==> src/rtl/cpu_ctrl_pkg.sv <==
// Shared types and constants for the pipeline hazard/sequencing controller.
package cpu_ctrl_pkg;

    typedef enum logic {RUN, BR_WAIT} ctrl_state_t;

    typedef struct packed {
        logic       v;
        logic [3:0] a;
    } pend_t;

    // R15 is the PC; it is written through the branch path, never the register file.
    localparam logic [3:0] REG_PC = 4'd15;

endpackage

==> src/rtl/pend_sb.sv <==
// Three-entry in-flight write scoreboard (E, M, W) with two lookup ports.
// Entries shift one stage per advancing cycle and hold while the pipeline is frozen.
module pend_sb
    import cpu_ctrl_pkg::*;
#(
    parameter int RA_W = 4
) (
    input  logic            clk,
    input  logic            rst,
    input  logic            hold,
    input  logic            push,
    input  logic [RA_W-1:0] wa,
    input  logic [RA_W-1:0] ra1,
    input  logic [RA_W-1:0] ra2,
    output logic            match1,
    output logic            match2
);

    localparam logic [RA_W-1:0] PC_ADDR = RA_W'(REG_PC);

    // Valid bits per stage: bit 0 = E, bit 1 = M, bit 2 = W.
    logic [2:0]      v;
    logic [RA_W-1:0] a_e;
    logic [RA_W-1:0] a_m;
    logic [RA_W-1:0] a_w;

    // Shift valid bits E->M->W on advance; clear everything on reset.
    // NOTE: sequential state uses <= so every flop samples the pre-edge values of its neighbours.
    always_ff @(posedge clk) begin
        if (rst) begin
            v <= '0;
        end else if (!hold) begin
            v <= {v[1], v[0], push};
        end
    end

    // Shift destination addresses alongside the valid bits.
    // NOTE: addresses carry no reset; a stale address is harmless because its valid bit gates every use.
    always_ff @(posedge clk) begin
        if (!hold) begin
            a_w <= a_m;
            a_m <= a_e;
            a_e <= wa;
        end
    end

    function automatic logic hit(input logic [RA_W-1:0] r);
        return (r != PC_ADDR) &&
               ((v[0] && (a_e == r)) || (v[1] && (a_m == r)) || (v[2] && (a_w == r)));
    endfunction

    assign match1 = hit(ra1);
    assign match2 = hit(ra2);

endmodule

==> src/rtl/hazard_ctrl.sv <==
// Hazard and sequencing controller for the five-stage core without forwarding:
// stalls decode on RAW hazards, holds fetch across branches, freezes on memory busy.
module hazard_ctrl
    import cpu_ctrl_pkg::*;
#(
    parameter int RA_W  = 4,
    parameter int CNT_W = 16
) (
    input  logic             clk,
    input  logic             rst,
    input  logic [RA_W-1:0]  ra1D,
    input  logic [RA_W-1:0]  ra2D,
    input  logic             use1D,
    input  logic             use2D,
    input  logic [RA_W-1:0]  wa3D,
    input  logic             regWriteD,
    input  logic             pcSrcD,
    input  logic             pcSrcW,
    input  logic             memBusy,
    output logic             stallF,
    output logic             stallD,
    output logic             stallE,
    output logic             stallM,
    output logic             flushD,
    output logic             flushE,
    output logic [CNT_W-1:0] stallCount
);

    localparam logic ST_RUN     = 1'(RUN);
    localparam logic ST_BR_WAIT = 1'(BR_WAIT);

    logic state;
    logic next_state;
    logic issue;
    logic match1;
    logic match2;
    logic raw;

    pend_sb #(.RA_W(RA_W)) u_pend_sb (
        .clk    (clk),
        .rst    (rst),
        .hold   (memBusy),
        .push   (regWriteD && issue),
        .wa     (wa3D),
        .ra1    (ra1D),
        .ra2    (ra2D),
        .match1 (match1),
        .match2 (match2)
    );

    assign raw = (use1D && match1) || (use2D && match2);

    // Priority decode: reset, freeze, branch in W, branch wait, RAW, branch in D.
    // NOTE: every output gets a default first so no path through the if-chain infers a latch.
    always_comb begin
        stallF     = 1'b0;
        stallD     = 1'b0;
        stallE     = 1'b0;
        stallM     = 1'b0;
        flushD     = 1'b0;
        flushE     = 1'b0;
        issue      = 1'b0;
        next_state = state;
        if (rst) begin
            flushD = 1'b1;
            flushE = 1'b1;
        end else if (memBusy) begin
            stallF = 1'b1;
            stallD = 1'b1;
            stallE = 1'b1;
            stallM = 1'b1;
        end else if (pcSrcW) begin
            // Expected end of a branch wait, or a stray redirect that also squashes D->E.
            flushD     = 1'b1;
            flushE     = (state == ST_RUN);
            next_state = ST_RUN;
        end else if (state == ST_BR_WAIT) begin
            stallF = 1'b1;
            flushD = 1'b1;
        end else if (raw) begin
            stallF = 1'b1;
            stallD = 1'b1;
            flushE = 1'b1;
        end else if (pcSrcD) begin
            stallF     = 1'b1;
            flushD     = 1'b1;
            issue      = 1'b1;
            next_state = ST_BR_WAIT;
        end else begin
            issue = 1'b1;
        end
    end

    // FSM state register; holds while data memory is busy.
    always_ff @(posedge clk) begin
        if (rst) begin
            state <= ST_RUN;
        end else if (!memBusy) begin
            state <= next_state;
        end
    end

    // Saturating count of fetch-stall cycles.
    always_ff @(posedge clk) begin
        if (rst) begin
            stallCount <= '0;
        end else if (stallF && (stallCount != '1)) begin
            stallCount <= stallCount + 1'b1;
        end
    end

endmodule

==> config.mk <==
export PLATFORM = sky130hd
export DESIGN_NAME = hazard_ctrl
export DESIGN_NICKNAME = d
export VERILOG_FILES = /design/src/rtl/cpu_ctrl_pkg.sv /design/src/rtl/pend_sb.sv /design/src/rtl/hazard_ctrl.sv
export SDC_FILE = /design/constraint.sdc
export NUM_CORES = 1
export LEC_CHECK = 0
export ABC_AREA = 1
export ABC_CLOCK_PERIOD_IN_PS = 2200
export BUFFER_PORTS_ARGS = -buffer_cell sky130_fd_sc_hd__clkbuf_2
export CORE_MARGIN = 1
export CORE_UTILIZATION = 50
export CTS_CLUSTER_DIAMETER = 150
export DETAILED_ROUTE_END_ITERATION = 6
export PLACE_DENSITY_LB_ADDON = 0.2
export SLEW_MARGIN = 20
export SYNTH_ARGS = -nofsm -noshare
export SYNTH_HDL_FRONTEND = slang
export SYNTH_HIERARCHICAL = 1
export SYNTH_SLANG_ARGS = --single-unit
==> constraint.sdc <==
create_clock -name clk -period 2.2 [get_ports clk]
set_input_delay 0.44 -clock clk [delete_from_list [all_inputs] [get_ports clk]]
set_output_delay 0.44 -clock clk [all_outputs]
set_load 0.02 [all_outputs]
==> results.ini <==
[global_route]
antenna_found_initial = 0
grt_pass1_vias = 1772
grt_pass1_wl_um = 7530
grt_overflow = 0
grt_max_degree = 18
globalRouteTotalUtil_pct = 23.0

[floorplan]
start_util_pct = 51.8
ios = 42
core-area_um2 = 4000
chipWidth_um = 66.4
fp.dieH_um = 66.4
die_area_um2 = 4400
rows = 23

[logic_synthesis]
synthMuxAreaShare_pct = 0
yosysUniqueCellTypes = 26
ys_top_cells_by_count = nand2_1, nor2_1, inv_1
synth_compound_area_share_pct = 9.61
synth-simple-area-share_pct = 39.6
synth_top_family_by_area = simple AND/OR/NAND/NOR gates
yosys.area_share.xor_xnor_pct = 4.65
synth_most_common_cell = nand2_1
yosysTopAreaCell = nand2_1
synth_area_leaders = nand2_1, dfxtp_1, edfxtp_1
synthCells = 312
synth_area_um2 = 2070
synth_fa_ha_area_share_pct = 0.604
ys_ff_latch = 32
postSynthAreaPerCell_um2 = 6.64
yosysTopAreaCellShare_pct = 20.7
synthArstFlopShare_pct = 0
yosysSeqAreaShare_pct = 36.7
synth_edf_count = 12
ys_warn_count = 6
synth_fp_nets = 333
ys.flop_type = dfxtp_1

[sta]
finalCriticalPeriod_ns = 2.29
drv_slew = 0
max_freq_mhz = 437
rsz0062_at_grt = true
finalCritPeriodShare_pct = 104
hold_viol = 0
worstMarginPinSlew_ns = 0.565
setup_violations = 4
fin_skew_ns = 0.00448
slew_headroom_pct = 62.3
setup_ws_ns = -0.0896
hold_slack_ns = 0.321

[placed_design]
dpl_cell_area_um2 = 2340
gp_congestion = 0.863
dp_hpwl_um = 3480
io_buffers = 41

[worst_setup_path]
critical_path_class = flop to output port
r2r_end = stallCount[11]$_SDFFE_PP0P_
cp-start-kind = flop
critPathMaxFanout = 4
cp-endpoint = flushD
r2r-start = u_pend_sb/a_e[3]$_DFFE_PN_
worstSetupEndpointType = output port
worst_ep_arrival_time_ns = 1.85
worstRegToRegCells = 14
worstPathRequired_ns = 1.76
rrSetupSlack_ns = 0.21
crit_start = u_pend_sb/a_m[1]$_DFFE_PN_

[power_and_ir_drop]
power.density_nw_per_um2 = 522
power_w = 0.00130
switchingPower_w = 0.000370
p_leak_nw = 1.09
clkPwrFrac_pct = 34.0
comb_power_share_pct = 15.0
p_seq_share_pct = 50.9
ir_drop_uv = 387
p_int_w = 0.000925
switching_share_pct = 28.5

[clocking]
clk_pin_slew_worst_paths_ns = 0.07
htree_levels = 2
cts-root-buf = clkbuf_8
cts_hold_buffers = 0
clkLatencyLatePin_ns = 0.29
cts_buffers = 5
cts_tree = built
numClockSinks = 32
cts_buffer_depth = 2

[route]
drc = 0
post_drt_wl_per_cell_um = 11.8
num_vias = 2016
drt-total-wl_um = 4840
dr.pass1.iters = 4
post_drt_via_cell_ratio = 4.91
drtIter0Drc = 97
ant_nets = 0

[cells_and_area]
areaGrowthSynthToFinish_pct = 19.9
drive_above_1_share_pct = 25.8
seq_area_um2 = 761
num-nets-final = 381
fillers = 382
n_antenna_cell = 0
design_area_um2 = 2480
multi_input_area_um2 = 1160

[run]
cap_violations = 0

[outcome]
status = finished, violations left
violations = setup timing

[worst_hold_path]
hp-class = input port to flop

[layer usage]
| layer | part of all wire (%) | track usage [%] | up-vias | wire length, um |
|---|---|---|---|---|
| li1 | - | - | 1075 | - |
| met1 | 46 | 26.9 | 894 | 2220 |
| met2 | 49 | 39.7 | 40 | 2380 |
| met3 | 3.3 | 4.14 | 7 | 161 |
| met4 | 1.7 | 12.0 | 0 | 82 |
| met5 | 0 | 0 | - | 0 |
[logic make-up after synthesis]
family / Yosys count
buf+inv: 43
flops: 32
simple gates: 194
fa+ha+maj: 1
xor+xnor: 11
compound gates: 31
[worst min path at each step]
stage / slack (ns) / cells after the start / startpoint / end
4_1_cts: 0.31 / 1 / wa3D[3] / u_pend_sb/a_e[3]$_DFFE_PN_
5_1_grt: 0.32 / 1 / wa3D[1] / u_pend_sb/a_e[1]$_DFFE_PN_
6_report: 0.32 / 1 / wa3D[3] / u_pend_sb/a_e[3]$_DFFE_PN_
3_5_place_dp: 0.48 / 2 / u_pend_sb/v[2]$_SDFFE_PP0N_ / u_pend_sb/v[2]$_SDFFE_PP0N_
3_3_place_gp: 0.48 / 2 / u_pend_sb/v[2]$_SDFFE_PP0N_ / u_pend_sb/v[2]$_SDFFE_PP0N_
2_1_floorplan: 0.45 / 2 / u_pend_sb/v[0]$_SDFFE_PP0N_ / u_pend_sb/v[0]$_SDFFE_PP0N_
[cell type report]
class / count / share of cell area, %
Inverter: 39 / 5.90
Timing Repair Buffer: 45 / 10.8
Clock buffer: 5 / 2.77
Clock inverter: 3 / 0.554
Tap cell: 50 / 2.52
Sequential cell: 32 / 30.6
Multi-Input combinational cell: 237 / 46.8
[worst max-delay path: stages, from the launching register on]
cell and delay (ns):
edfxtp_1 0.46, nand2_1 0.11, nand2_1 0.06, nor2_1 0.09, nand3_1 0.08, nand3_1 0.08, nand2_1 0.06, inv_1 0.07
nand2_2 0.07, nand2_2 0.10, o21ai_2 0.06, o21ai_1 0.12, inv_1 0.06, clkbuf_8 0.14
[flip-flops by register name, summed over array words and instances, names as in the netlist]
signal         count
stallCount        16
state              1
u_pend_sb/a_w      4
u_pend_sb/a_e      4
u_pend_sb/a_m      4
u_pend_sb/v        3
[power groups by stage]
stage / Combinational, W / Sequential (W) / Clock (W)
after floorplan: 0.000114 / 0.000670 / 0
after CTS: 0.000189 / 0.000658 / 0.000450
after global placement: 0.000178 / 0.000671 / 0
after global routing: 0.000215 / 0.000661 / 0.000471
final: 0.000195 / 0.000659 / 0.000441
after detailed placement: 0.000180 / 0.000671 / 0
[per-stage QoR]
stage / worst slack [ns] / cells / setup TNS, ns / util [%]
3_3_place_gp: 0.00567 / 402 / 0 / 58.4
2_1_floorplan: 0.213 / 312 / 0 / -
6_report: -0.0896 / 411 / -0.297 / 62.1
5_1_grt: -0.199 / 411 / -0.741 / 62.1
4_1_cts: -0.0783 / 410 / -0.283 / 61.4
3_5_place_dp: -0.0118 / 402 / -0.0118 / 58.4
[what timing repair did]
item / 4_1_cts / 5_1_grt
buffers inserted: 0 / 1
gates resized for setup: 15 / 12
pin swaps: 7 / 9
setup endpoints to repair: 4 / 9
[cells in the final DEF (no fill, tap or decap)]
cell / n
nand2_1: 111
xor2_1: 5
o21ai_1: 6
dfxtp_1: 20
nor3b_1: 1
nand2_2: 9
nand4_1: 8
o21ai_2: 2
buf_12: 1
nor2_4: 3
a21oi_1: 7
nor3_1: 1
nor2_1: 39
nand3_2: 2
o21ai_0: 4
inv_2: 9
ha_1: 1
inv_1: 30
nand3_1: 15
clkbuf_8: 7
clkbuf_2: 37
nand2_4: 1
a21oi_2: 11
xnor2_1: 6
o21bai_1: 1
clkinv_2: 2
edfxtp_1: 12
buf_2: 1
buf_4: 4
clkinv_1: 1
nor2_2: 4
Power figures use the tool's default switching activity.
